`src/rtl/kbd_mouse_feeder.sv`:
```
// Keyboard/mouse front end for minimig: queues raw keycodes, accumulates mouse
// motion and serialises both onto the toggle-level kbd_mouse bus.
module kbd_mouse_feeder #(
  parameter int KBD_DEPTH  = 8,
  parameter int GAP_CYCLES = 64
) (
  input  logic              clk_sys,
  input  logic              reset_n,
  input  logic              key_strobe,
  input  logic [7:0]        key_code,
  input  logic              mouse_strobe,
  input  logic signed [7:0] mouse_dx,
  input  logic signed [7:0] mouse_dy,
  input  logic [2:0]        mouse_btn_in,
  output logic              kbd_mouse_level,
  output logic [1:0]        kbd_mouse_type,
  output logic [7:0]        kbd_mouse_data,
  output logic [2:0]        mouse_buttons,
  output logic              kbd_overflow
);

  localparam int AW = $clog2(KBD_DEPTH);
  localparam int GW = $clog2(GAP_CYCLES);

  typedef enum logic [2:0] {IDLE, SEND_KEY, SEND_X, SEND_Y, GAP} state_t;

  function automatic logic signed [9:0] sat10(input logic signed [11:0] v);
    if (v > 12'sd511)       return 10'sd511;
    else if (v < -12'sd512) return -10'sd512;
    else                    return $signed(v[9:0]);
  endfunction

  function automatic logic signed [7:0] clamp8(input logic signed [9:0] v);
    if (v > 10'sd127)       return 8'sd127;
    else if (v < -10'sd128) return -8'sd128;
    else                    return $signed(v[7:0]);
  endfunction

  state_t             state_q;
  state_t             after_q;
  logic [GW-1:0]      gap_q;

  logic [7:0]         fifo_q [KBD_DEPTH];
  logic [AW-1:0]      wr_ptr_q, rd_ptr_q;
  logic [AW:0]        cnt_q, cnt_d;
  logic               full, fifo_ne, push, pop;

  logic signed [9:0]  accx_q, accy_q, accx_d, accy_d;
  logic signed [7:0]  emit_x, emit_y;
  logic signed [11:0] dx_ext, dy_ext;
  logic               mouse_ne;

  assign full     = (cnt_q == (AW+1)'(KBD_DEPTH));
  assign fifo_ne  = (cnt_q != '0);
  assign pop      = (state_q == SEND_KEY);
  // A pop in the same cycle frees the slot, so a push into a full FIFO still lands.
  assign push     = key_strobe && (!full || pop);
  assign cnt_d    = cnt_q + (AW+1)'(push) - (AW+1)'(pop);
  assign mouse_ne = (accx_q != '0) || (accy_q != '0);

  assign emit_x = (state_q == SEND_X) ? clamp8(accx_q) : '0;
  assign emit_y = (state_q == SEND_Y) ? clamp8(accy_q) : '0;
  assign dx_ext = mouse_strobe ? 12'(mouse_dx) : '0;
  assign dy_ext = mouse_strobe ? 12'(mouse_dy) : '0;
  assign accx_d = sat10(12'(accx_q) - 12'(emit_x) + dx_ext);
  assign accy_d = sat10(12'(accy_q) - 12'(emit_y) + dy_ext);

  always_ff @(posedge clk_sys) begin
    if (push) fifo_q[wr_ptr_q] <= key_code;
  end

  always_ff @(posedge clk_sys or negedge reset_n) begin
    if (!reset_n) begin
      wr_ptr_q      <= '0;
      rd_ptr_q      <= '0;
      cnt_q         <= '0;
      kbd_overflow  <= 1'b0;
      accx_q        <= '0;
      accy_q        <= '0;
      mouse_buttons <= '0;
    end else begin
      if (push) wr_ptr_q <= wr_ptr_q + 1'b1;
      if (pop)  rd_ptr_q <= rd_ptr_q + 1'b1;
      cnt_q         <= cnt_d;
      if (key_strobe && !push) kbd_overflow <= 1'b1;
      accx_q        <= accx_d;
      accy_q        <= accy_d;
      mouse_buttons <= mouse_btn_in;
    end
  end

  // GAP returning to IDLE makes the IDLE decision itself, so back-to-back
  // words toggle the level exactly GAP_CYCLES apart.
  always_ff @(posedge clk_sys or negedge reset_n) begin
    if (!reset_n) begin
      state_q         <= IDLE;
      after_q         <= IDLE;
      gap_q           <= '0;
      kbd_mouse_level <= 1'b0;
      kbd_mouse_type  <= 2'd0;
      kbd_mouse_data  <= 8'd0;
    end else begin
      case (state_q)
        IDLE: begin
          if (fifo_ne)       state_q <= SEND_KEY;
          else if (mouse_ne) state_q <= SEND_X;
        end
        SEND_KEY: begin
          kbd_mouse_type  <= 2'd2;
          kbd_mouse_data  <= fifo_q[rd_ptr_q];
          kbd_mouse_level <= ~kbd_mouse_level;
          after_q         <= IDLE;
          gap_q           <= '0;
          state_q         <= GAP;
        end
        SEND_X: begin
          kbd_mouse_type  <= 2'd0;
          kbd_mouse_data  <= emit_x;
          kbd_mouse_level <= ~kbd_mouse_level;
          after_q         <= SEND_Y;
          gap_q           <= '0;
          state_q         <= GAP;
        end
        SEND_Y: begin
          kbd_mouse_type  <= 2'd1;
          kbd_mouse_data  <= emit_y;
          kbd_mouse_level <= ~kbd_mouse_level;
          after_q         <= IDLE;
          gap_q           <= '0;
          state_q         <= GAP;
        end
        GAP: begin
          if (gap_q == GW'(GAP_CYCLES - 2)) begin
            if (after_q == SEND_Y) state_q <= SEND_Y;
            else if (fifo_ne)      state_q <= SEND_KEY;
            else if (mouse_ne)     state_q <= SEND_X;
            else                   state_q <= IDLE;
          end else begin
            gap_q <= gap_q + 1'b1;
          end
        end
        default: state_q <= IDLE;
      endcase
    end
  end

endmodule

```
`config.mk`:
```
export PLATFORM = sky130hd
export DESIGN_NAME = kbd_mouse_feeder
export DESIGN_NICKNAME = d
export VERILOG_FILES = /design/src/rtl/kbd_mouse_feeder.sv
export SDC_FILE = /design/constraint.sdc
export NUM_CORES = 1
export LEC_CHECK = 0
export CORE_ASPECT_RATIO = 1.5
export CORE_UTILIZATION = 33
export DETAILED_ROUTE_END_ITERATION = 7
export DONT_BUFFER_PORTS = 1
export GPL_ROUTABILITY_DRIVEN = 0
export HOLD_SLACK_MARGIN = 0.08
export MAX_ROUTING_LAYER = met4
export PLACE_DENSITY = 0.49
export SKIP_LAST_GASP = 1
export SLEW_MARGIN = 25
export SYNTH_ARGS = -nofsm -noshare
export SYNTH_HDL_FRONTEND = slang
export SYNTH_SLANG_ARGS = --single-unit
```
`constraint.sdc`:
```
create_clock -name clk_sys -period 5 [get_ports clk_sys]
set_input_delay 0.5 -clock clk_sys [delete_from_list [all_inputs] [get_ports clk_sys]]
set_output_delay 0.5 -clock clk_sys [all_outputs]
set_load 0.01 [all_outputs]
```
==> results.tsv, run 1 <==
stage	metric	value	unit
timing	Slew Viols, Final	0	
floorplan	count of standard-cell rows	63	
global_route	GR Util met2	29.0	%
detailed_routing	DRC violation count after routing	0	
clock_network	number of setup buffers added after CTS	0	
placed_design	placed insts	846	
layout	fraction of layout instances using a drive strength above 1	10.8	%
floorplan	full die area	0.0208	mm^2
clock_network	latest clock arrival within the worst-skew pair	420	ps
setup_path	largest fanout on the critical path	9	
layout	Final Instance Area	0.00756	mm^2
logic_synthesis	Net Count, Synth	683	
clock_network	CTS Buf Count	17	
logic_synthesis	number of synthesized register bits	119	
detailed_routing	via count normalized by instance count	4.98	
setup_path	cell seen most often among critical-path stages	o21ai_0	
setup_path	max incr delay on CP	630	ps
logic_synthesis	synthesis warning total	0	
global_route	met1 track demand over resource	16.9	%
setup_path	Setup crit end kind	register	
placed_design	area of placed instances	0.00696	mm^2
placed_design	Detail Placement HPWL	11.6	mm
layout	count of filler cells inserted in the layout	1954	
timing	RSZ-0062 raised after global routing	no	
setup_path	worst path arrival time	4610	ps
clock_network	cell at the root of the clock tree	clkbuf_16	
power	power per cell area	634	mW/mm^2
floorplan	initial cell density of the core	33.7	%
setup_path	Critical Path Slowest Stage Cell	a31oi_1	
detailed_routing	length of the first detailed-routing pass in iterations	6	
flow_run	reported max-cap violation count	0	
layout	Finished Core Util	38.2	%
timing	worst slew pin tran	934	ps
floorplan	Die W	118	um
clock_network	post-CTS sizing	0	
logic_synthesis	instance count of the mapped netlist	597	
timing	share of the clock period used by the worst path after layout	87.0	%
timing	worst slew margin relative to its limit	37.5	%
power	leakage component of the power	3.08	nW
detailed_routing	post-DR wirelength/cell	17.4	um
timing	final hold slack	110	ps
logic_synthesis	number of synthesized flops with an enable pin	64	
global_route	number of global-route vias before repair	4677	
placed_design	Port Buf Inserts	0	
placed_design	Setup WS pre-CTS	673	ps
logic_synthesis	post-synthesis area per instance	11.2	um^2
global_route	busiest layer in global routing	met2	
logic_synthesis	Async S/R FF share, synth	46.2	%
setup_path	Data required, critical path	5260	ps
layout	final instance count without filler cells	880	
floorplan	Core Box Area	0.0198	mm^2
logic_synthesis	share of synthesized area occupied by flip-flops and latches	49.5	%
setup_path	kind of launch point of the worst setup path	register	
status	outcome	finished clean	
timing	Fin. Hold Viols	0	
timing	top achievable clock speed	230	MHz
power	total chip power	4.80	mW
detailed_routing	routed vias	4385	
global_route	GRT Resource Usage Total	16.5	%
clock_network	number of sinks handled by clock tree synthesis	119	
layout	ant diodes	0	
global_route	initial antenna violation count	0	
detailed_routing	Total Routed Length	15.3	mm
global_route	global-route track usage on met3	4.17	%
clock_network	TritonCTS clock tree	built	
logic_synthesis	number of unique standard cell types used by synthesis	58	
floorplan	# IOs	46	
detailed_routing	number of nets with antenna violations after detailed routing	0	
layout	commonest cells after routing, fill and taps aside	inv_1, edfxtp_1, nand2_1, dfrtp_1, nor2_1	
global_route	first-pass GRT wire length	24.8	mm
layout	# nets final	693	
logic_synthesis	synthesized cell area	0.00667	mm^2
detailed_routing	1st-iter DRT viols	239	
power	maximum resistive drop on vdd	0.000277	V
logic_synthesis	most used flip-flop cell after synthesis	edfxtp_1	
timing	final worst path period need	4350	ps
global_route	pin count of the biggest net entering global routing	56	
setup_path	Cell Chain, Critical Path	nand2b_1, a211oi_1, buf_4, o21ai_0, fa_1, fa_1, a211oi_1, o21bai_1, a21oi_1, o21ai_0, xnor2_1, a31oi_1, o21ai_0	
clock_network	deepest clock path buffer count	2	
global_route	overflow left after global routing	0	
worst_hold_path	worst min path class	input pin to register	
timing	aggregate negative setup slack	0	ps
floorplan	die height	176	um
layout	most common library cell in the layout ignoring fill and taps	inv_1	
timing	worst clock skew	4.91	ps
layout	Area growth, synth to finish	13.5	%
timing	Final Worst Setup Slack	648	ps
timing	setup-violating endpoint count in the final report	0	
clock_network	Clock Pin Slew Worst Setup and Hold Paths	60	ps
clock_network	total number of H-tree levels	4	
setup_path	class of the most critical setup path	register to register	
## Yosys cell counts (all sizes together) (3+ instances only)
master	n	area share, %
nor2b	4	0.38
o21a	8	0.90
o21ai	41	3.2
nor3	14	1.1
xnor2	12	1.7
clkbuf	10	0.56
edfxtp	64	29
nor2	52	2.9
nand2	55	3.1
inv	74	4.2
nand2b	6	0.56
a211oi	8	0.98
nand3	12	0.90
a21o	10	1.1
o22ai	3	0.28
and2	3	0.28
a31oi	4	0.47
ha	34	6.4
dfrtp	55	21
o211ai	4	0.45
mux2i	8	1.2
mux4	16	5.4
a21oi	37	2.8
fa	21	6.3
nor4	6	0.56
buf	4	0.38
xor2	6	0.79
## timing repair
action,CTS,global route
hold buffers,2,0
endpoints found under the hold margin,55,0
endpoints found under the setup margin,0,0
## registers in the layout (all words and copies together), names as in the netlist
name             cells
kbd_mouse_data       8
state_q              3
kbd_mouse_level      1
kbd_mouse_type       2
accx_q              10
cnt_q                4
fifo_q              64
gap_q                6
kbd_overflow         1
wr_ptr_q             3
accy_q              10
after_q              1
rd_ptr_q             3
mouse_buttons        3
## kinds of logic after synthesis
group / count (synthesis) / synth area share (%)
xor+xnor: 18 / 2.48
fa+ha+maj: 55 / 12.7
flops: 119 / 49.5
buf+inv: 90 / 5.33
simple gates: 160 / 10.6
compound gates: 130 / 12.7
mux: 25 / 6.78
## final timing paths
check,slack [ps],end,start,cells past startpoint
setup / recovery,650,accx_q[0],state_q[2],13
hold / removal,110,mouse_buttons[0],mouse_btn_in[0],0
max in group asynchronous,4150,accx_q[8],reset_n,2
setup reg to reg,650,accx_q[0],state_q[2],13
hold reg to reg,480,gap_q[5],gap_q[5],1
min in group asynchronous,590,kbd_overflow,reset_n,2
## power by group
group	internal [mW]	switching, mW
Sequential	1.26	0.152
Clock	0.695	0.474
Combinational	0.885	1.33
Total	2.84	1.95
## metal layers
metal,share of wire [%],vias up,wire (um)
met1,39,2142,5980
met4,3.2,0,482
li1,-,2128,-
met5,0,-,0
met3,5.0,30,767
met2,53,85,8040
## cell type report
cell class                 count  area (um^2)  share of cell area, %
tap                          260          325                   4.30
clock inverter                14          141                   1.87
multi-input combinational    388         3020                   39.9
sequential                   119         3300                   43.6
inverter                      75          282                   3.72
clock buffer                  18          429                   5.67
timing repair buffer           6         67.6                  0.893
## worst max-delay path: cells and delay by family (launching register included)
family / cells / cell delay (ps)
AOI/OAI and AO/OA: 8 / 2100
adders and majority gates: 2 / 1090
DFF: 1 / 430
and+or+nand+nor: 1 / 220
buffers and inverters: 1 / 180
xor gates and xnor gates: 1 / 160
Note: power is estimated with default switching activity, not from simulation.
==> run 2: changes to the inputs <==
Settings changed: ABC_AREA set to 1, PLACE_DENSITY 0.49 to not set, SLEW_MARGIN 25 to 20.
==> run 2 against run 1 <==
  * Routed wire length increased by 8.2%
  * Sequential power decreased by 4%
  * Largest cell class unchanged
  * Largest power group unchanged
  * Hold slack got worse by 1.6 ps
  * Combinational power increased by 19%
  * Sequential share of layout area decreased by 1.5 points
  * Area after synthesis increased by 3.9%
  * Power increased by 8.1%
  * Register-to-register slack improved by 980 ps
==> results.tsv, run 2 <==
stage	metric	value	unit	change
power	sequential share of power	26.2	%	-3.3 points
power	combinational share of power	50.7	%	+4.6 points
logic_synthesis	most frequently used cell type in the post-synthesis netlist	nand2_1		
layout	Area growth, synth to finish	13.0	%	
floorplan	Core Box Area	0.0205	mm^2	+3.6%
logic_synthesis	most used flip-flop cell after synthesis	edfxtp_1		
setup_path	Cell Chain, Critical Path	nor2_4, inv_2, nor2_2, inv_2, nor2_1, fa_1, inv_1, ha_1, nand2_1, inv_1, a21oi_1, nand3_1, nand2_1, nand2_2, o21ai_4, nand2_1		
logic_synthesis	post-synthesis area per instance	9.00	um^2	-19%
detailed_routing	Routed met2 length	8.71	mm	+8.3%
logic_synthesis	area fraction in compound gates after synthesis	9.52	%	-3.2 points
timing	worst clock skew	9.85	ps	+4.95 ps
logic_synthesis	dominant cell type by area after synthesis	edfxtp_1		
clock_network	total number of H-tree levels	4		unchanged
detailed_routing	Top Layer Used	met4		
setup_path	Setup crit end kind	register		
global_route	GRT Resource Usage Total	16.7	%	+0.22 points
logic_synthesis	Net Count, Synth	856		+25%
logic_synthesis	area share of the largest cell type after synthesis	27.7	%	-1.1 points
logic_synthesis	Async S/R FF share, synth	46.2	%	unchanged
timing	Slew Viols, Final	0		unchanged
layout	flip-flop count of the largest register after layout	64		unchanged
timing	setup-violating endpoint count in the final report	0		unchanged
clock_network	CTS Buf Count	17		unchanged
timing	worst slew margin relative to its limit	34.2	%	-3.3 points
placed_design	Port Buf Inserts	0		unchanged
layout	most common library cell in the layout ignoring fill and taps	nand2_1		
detailed_routing	number of nets with antenna violations after detailed routing	0		unchanged
detailed_routing	via count normalized by instance count	4.81		-3.6%
global_route	number of global-route vias before repair	5170		+11%
clock_network	deepest clock path buffer count	2		unchanged
global_route	first-pass GRT wire length	26.4	mm	+6.4%
setup_path	class of the most critical setup path	register to register		
timing	final worst path period need	3370	ps	-978 ps
flow_run	reported max-cap violation count	0		unchanged
power	leakage component of the power	3.53	nW	+15%
global_route	initial antenna violation count	0		unchanged
logic_synthesis	number of synthesized register bits	119		unchanged
logic_synthesis	Synth Area in Simple Gates	20.0	%	+9.4 points
clock_network	latest clock arrival within the worst-skew pair	420	ps	about the same
logic_synthesis	synthesis warning total	0		unchanged
detailed_routing	DRC violation count after routing	0		unchanged
setup_path	cell seen most often among critical-path stages	nand2_1		
detailed_routing	Total Routed Length	16.5	mm	+8.2%
layout	ant diodes	0		unchanged
status	outcome	finished clean		
logic_synthesis	most frequent cells after synthesis	nand2_1, inv_1, nor2_1		
logic_synthesis	number of unique standard cell types used by synthesis	35		-40%
setup_path	Data required, critical path	5290	ps	+30 ps
worst_hold_path	worst min path class	input pin to register		
logic_synthesis	share of synthesized area occupied by flip-flops and latches	47.6	%	-1.9 points
detailed_routing	routed vias	5075		+16%
clock_network	cell at the root of the clock tree	clkbuf_16		
layout	# nets final	865		+25%
timing	top achievable clock speed	296	MHz	+29%
floorplan	die height	179	um	+1.9%
detailed_routing	post-DR wirelength/cell	15.7	um	-9.8%
power	maximum resistive drop on vdd	0.000205	V	-26%
setup_path	reg-to-reg slack, setup	1630	ps	+980 ps
global_route	pin count of the biggest net entering global routing	56		unchanged
power	proportion of total power due to net switching	43.2	%	+2.5 points
layout	commonest cells after routing, fill and taps aside	nand2_1, inv_1, nor2_1, edfxtp_1, dfrtp_1		
power	Internal Power	2.94	mW	+3.5%
placed_design	placed insts	1022		+21%
logic_synthesis	adder-cell area share of the yosys netlist	12.2	%	-0.48 points
logic_synthesis	instance count of the mapped netlist	770		+29%
logic_synthesis	dominant combinational cell family by area after synthesis	simple AND/OR/NAND/NOR gates		
floorplan	count of standard-cell rows	64		+1.6%
timing	aggregate negative setup slack	0	ps	unchanged
floorplan	# IOs	46		unchanged
layout	largest registers	fifo_q x64, accx_q x10, accy_q x10		
logic_synthesis	number of synthesized flops with an enable pin	64		unchanged
clock_network	number of sinks handled by clock tree synthesis	119		unchanged
timing	RSZ-0062 raised after global routing	no		
clock_network	Clock Pin Slew Worst Setup and Hold Paths	60	ps	about the same
setup_path	largest fanout on the critical path	10		+1
power	Net Sw Power	2.24	mW	+15%
detailed_routing	1st-iter DRT viols	254		+6.3%
floorplan	initial cell density of the core	33.8	%	+0.11 points
detailed_routing	detailed-routed wire length on met3	798	um	+4.0%
logic_synthesis	proportion of synthesized area in mux cells	0	%	-6.8 points
global_route	overflow left after global routing	0		unchanged
detailed_routing	length of the first detailed-routing pass in iterations	5		-1
logic_synthesis	fraction of synthesized cell area in xor and xnor cells	2.65	%	+0.18 points
clock_network	TritonCTS clock tree	built		
logic_synthesis	synthesized cell area	0.00693	mm^2	+3.9%
layout	final instance count without filler cells	1056		+20%
setup_path	max incr delay on CP	490	ps	-140 ps
setup_path	kind of launch point of the worst setup path	register		
timing	share of the clock period used by the worst path after layout	67.5	%	-20 points
floorplan	Die W	120	um	+1.9%
placed_design	Detail Placement HPWL	12.3	mm	+6.4%
timing	Fin. Hold Viols	0		unchanged
clock_network	number of setup buffers added after CTS	0		unchanged
timing	worst slew pin tran	986	ps	+51.8 ps
layout	fraction of layout instances using a drive strength above 1	11.0	%	+0.18 points
power	clock power share	23.1	%	-1.3 points
power	power per cell area	662	mW/mm^2	+4.4%
setup_path	Critical Path Slowest Stage Cell	fa_1		
setup_path	worst path arrival time	3660	ps	-950 ps
detailed_routing	met1 routed wirelength after detailed routing	6.44	mm	+7.7%
layout	register name with the most flops	fifo_q		
floorplan	full die area	0.0216	mm^2	+3.9%
logic_synthesis	top cells by area in the synthesized netlist	edfxtp_1, dfrtp_1, nand2_1, inv_1, ha_1		
[run 2: cell count changes in the layout (fill, tap and decap cells not counted), sizes merged, moves of 7 or more]
cell	delta
a211oi	-8
a21o	-10
inv	+55
mux2i	-8
mux4	-16
nand2	+124
nand3	+17
nand4	+7
nor2	+35
o21a	-7
[run 2: per-layer routing]
metal	up-vias	GRT usage (%)
met2	103	28.8
met3	31	4.12
met1	2427	17.4
met4	0	8.49
li1	2514	-
met5	-	-
[run 2: stage by stage]
stage / hold WS (ps) / util [%] / total power [mW] / cell area (um^2) / worst slack [ps]
6_report: 108 / 38.2 / 5.19 / 7830 / 1630
5_1_grt: 97.1 / 38.2 / 5.65 / 7830 / 1360
4_1_cts: 95.8 / 38.2 / 5.23 / 7830 / 1620
3_5_place_dp: 206 / 35.2 / 4.00 / 7210 / 1620
3_3_place_gp: 206 / 35.2 / 3.97 / 7210 / 1650
2_1_floorplan: 204 / - / 3.43 / 6930 / 2010
[run 2: cell type report]
class	count	area [um^2]
Fill cell	2098	12700
Sequential cell	119	3300
Multi-Input combinational cell	504	3070
Inverter	134	503
Clock buffer	20	457
Tap cell	264	330
Clock inverter	12	126
Timing Repair Buffer	3	45.0
[run 2: critical path: cells and delay by family, from the launching register on]
family | cells | cell delay (ps)
compound gates | 2 | 490
fa+ha+maj | 2 | 780
buf+inv | 4 | 370
flops | 1 | 470
simple gates | 8 | 1140
[run 2: cells by family after synthesis]
group	Yosys count
xor+xnor	21
buf+inv	147
flops	119
simple gates	317
fa+ha+maj	55
compound gates	111
[run 2: power groups by stage]
stage	combinational [mW]	sequential (mW)	clock (mW)
after floorplan	2.07	1.35	0
after global placement	2.59	1.37	0
after detailed placement	2.62	1.38	0
after CTS	2.66	1.36	1.21
after global routing	3.02	1.38	1.25
final	2.63	1.36	1.20
[run 2: worst paths after layout]
path,start,to,depth (start not counted)
max in group asynchronous,reset_n,accx_q[5],2
setup / recovery,state_q[2],accx_q[5],16
hold reg to reg,cnt_q[0],cnt_q[0],1
hold / removal,mouse_btn_in[1],mouse_buttons[1],0
min in group asynchronous,reset_n,kbd_overflow,2
setup reg to reg,state_q[2],accx_q[5],16
[run 2: what timing repair did]
action / 4_1_cts / 5_1_grt
hold buffers: 2 / 0
gates resized for setup: 0 / 0
hold endpoints to repair: 55 / 0
==> run 3: changes to the inputs <==
Clock period 5 ns to 2.76 ns, I/O delays scaled along.
==> run 3 against run 2 <==
  * The run now ends with setup timing left
  * Die area unchanged
  * Highest routed layer unchanged
  * Core utilization increased by 7.9 points
  * Routed wire length grew 12%
==> results.tsv, run 3 (same netlist as run 2, synthesis figures left out) <==
stage	metric	value	unit	change
layout	flip-flop count of the largest register after layout	64		unchanged
floorplan	Die W	120	um	unchanged
detailed_routing	post-DR wirelength/cell	15.8	um	+0.67%
power	Net Sw Power	5.35	mW	+140%
global_route	number of global-route vias before repair	5846		+13%
setup_path	largest fanout on the critical path	7		-3
layout	fraction of layout instances using a drive strength above 1	33.6	%	+23 points
timing	final worst path period need	2890	ps	-479 ps
setup_path	worst path arrival time	3190	ps	-470 ps
placed_design	Setup WS pre-CTS	-281	ps	-1900 ps
timing	worst slew pin tran	645	ps	-341 ps
status	outcome	finished, violations left		
power	sequential share of power	19.8	%	-6.4 points
placed_design	Detail Placement HPWL	12.8	mm	+3.3%
global_route	GRT Resource Usage Total	18.4	%	+1.8 points
power	total chip power	12.5	mW	+140%
detailed_routing	length of the first detailed-routing pass in iterations	4		-1
flow_run	reported max-cap violation count	0		unchanged
timing	worst slew margin relative to its limit	57.0	%	+23 points
power	power per cell area	1330	mW/mm^2	+100%
clock_network	number of sinks handled by clock tree synthesis	119		unchanged
setup_path	Data required, critical path	3050	ps	-2240 ps
detailed_routing	number of nets with antenna violations after detailed routing	0		unchanged
layout	largest registers	fifo_q x64, accx_q x10, accy_q x10		
placed_design	Port Buf Inserts	0		unchanged
clock_network	TritonCTS clock tree	built		
setup_path	Setup crit end kind	register		
power	leakage component of the power	4.22	nW	+20%
detailed_routing	DRC violation count after routing	0		unchanged
clock_network	latest clock arrival within the worst-skew pair	420	ps	about the same
setup_path	delay-heaviest family, CP	simple AND/OR/NAND/NOR gates		
detailed_routing	Total Routed Length	18.5	mm	+12%
floorplan	Core Box Area	0.0205	mm^2	unchanged
timing	Slew Viols, Final	0		unchanged
power	combinational share of power	60.5	%	+9.8 points
setup_path	Cell Chain, Critical Path	nor2_4, inv_2, nor2_4, clkinv_4, a21oi_4, inv_2, fa_2, ha_1, nand2_1, nor2_1, nand3_1, nand3_2, nand2_2, nand2_4, o21ai_4, nand2_1		
clock_network	CTS Buf Count	17		unchanged
floorplan	# IOs	46		unchanged
setup_path	class of the most critical setup path	register to register		
timing	final hold slack	356	ps	+247 ps
timing	aggregate negative setup slack	-1960	ps	-1960 ps
power	maximum resistive drop on vdd	0.000504	V	+150%
layout	commonest cells after routing, fill and taps aside	nand2_1, buf_4, inv_1, nor2_1, edfxtp_1		
clock_network	total number of H-tree levels	4		unchanged
global_route	initial antenna violation count	0		unchanged
timing	setup-violating endpoint count in the final report	19		+19
clock_network	Clock Pin Slew Worst Setup and Hold Paths	50	ps	about the same
layout	most common library cell in the layout ignoring fill and taps	nand2_1		
setup_path	kind of launch point of the worst setup path	register		
floorplan	die height	179	um	unchanged
global_route	first-pass GRT wire length	29.4	mm	+11%
timing	Fin. Hold Viols	0		unchanged
layout	Area growth, synth to finish	36.4	%	
placed_design	area of placed instances	0.00778	mm^2	+7.9%
detailed_routing	routed vias	5591		+10%
layout	final instance count without filler cells	1172		+11%
global_route	overflow left after global routing	0		unchanged
floorplan	full die area	0.0216	mm^2	unchanged
setup_path	max incr delay on CP	570	ps	+80 ps
timing	top achievable clock speed	345	MHz	+17%
power	proportion of total power due to net switching	42.7	%	-0.57 points
status	violated checks	setup timing		
layout	Finished Core Util	46.1	%	+7.9 points
power	clock power share	19.7	%	-3.4 points
clock_network	cell at the root of the clock tree	clkbuf_16		
layout	# nets final	981		+13%
detailed_routing	1st-iter DRT viols	263		+3.5%
timing	RSZ-0062 raised after global routing	yes		
setup_path	Critical Path Slowest Stage Cell	fa_2		
layout	Final Instance Area	0.00945	mm^2	+21%
timing	worst clock skew	9.97	ps	+0.120 ps
setup_path	CP bufs+invs	3		-1
placed_design	placed insts	1097		+7.3%
floorplan	initial cell density of the core	33.8	%	unchanged
global_route	pin count of the biggest net entering global routing	56		unchanged
layout	register name with the most flops	fifo_q		
clock_network	deepest clock path buffer count	2		unchanged
detailed_routing	via count normalized by instance count	4.77		-0.74%
floorplan	count of standard-cell rows	64		unchanged
power	Internal Power	7.19	mW	+140%
timing	Final Worst Setup Slack	-135	ps	-1760 ps
timing	share of the clock period used by the worst path after layout	105	%	+37 points
layout	ant diodes	0		unchanged
worst_hold_path	worst min path class	input pin to async pin		
run 3: changes by cell type in the layout (fill, tap and decap cells not counted), sizes merged, moves of 2 or more:
cell,previous run,this run
inv,135,132
o21ai,47,49
clkbuf,20,23
bufinv,2,6
clkinvlp,5,0
nand2,179,181
buf,2,102
dlygate4sd3,1,13
run 3: layout make-up:
class,count,area [um^2]
clock inverters,9,199
flip-flops and latches,119,3300
inverters,134,518
fillers,1938,11000
clock buffers,23,458
repair buffers,115,927
multi-input cells,508,3720
well taps,264,330
run 3: power by group through the flow:
stage	Sequential (mW)	Clock [mW]	Combinational, mW
floorplan	2.45	0	3.76
global placement	2.50	0	5.46
detailed placement	2.50	0	5.52
CTS	2.48	2.51	6.75
global route	2.51	2.61	8.32
finish	2.48	2.47	7.60
run 3: repair_timing:
item / 4_1_cts / 5_1_grt
endpoints found under the hold margin: 124 / 0
gates cloned: 3 / 1
hold buffers: 14 / 0
pin swaps: 35 / 33
setup endpoints to repair: 20 / 20
buffers inserted: 15 / 10
resized for setup: 87 / 73
run 3: routing by layer:
layer / share of wire (%) / vias up / global-route usage (%)
met4: 3.5 / 0 / 8.25
met1: 39 / 2673 / 19.2
met2: 54 / 120 / 32.7
met3: 3.2 / 47 / 4.00
met5: 0 / - / -
li1: - / 2751 / -
run 3: final timing paths:
kind	depth (start not counted)	slack, ps	startpoint	to
max	16	-130	state_q[2]	accx_q[8]
min	2	360	reset_n	kbd_overflow
max reg2reg	16	-130	state_q[2]	accx_q[8]
min reg2reg	1	520	cnt_q[0]	cnt_q[0]
max in group asynchronous	2	2100	reset_n	accx_q[1]
min in group clk_sys	6	410	mouse_strobe	accy_q[0]
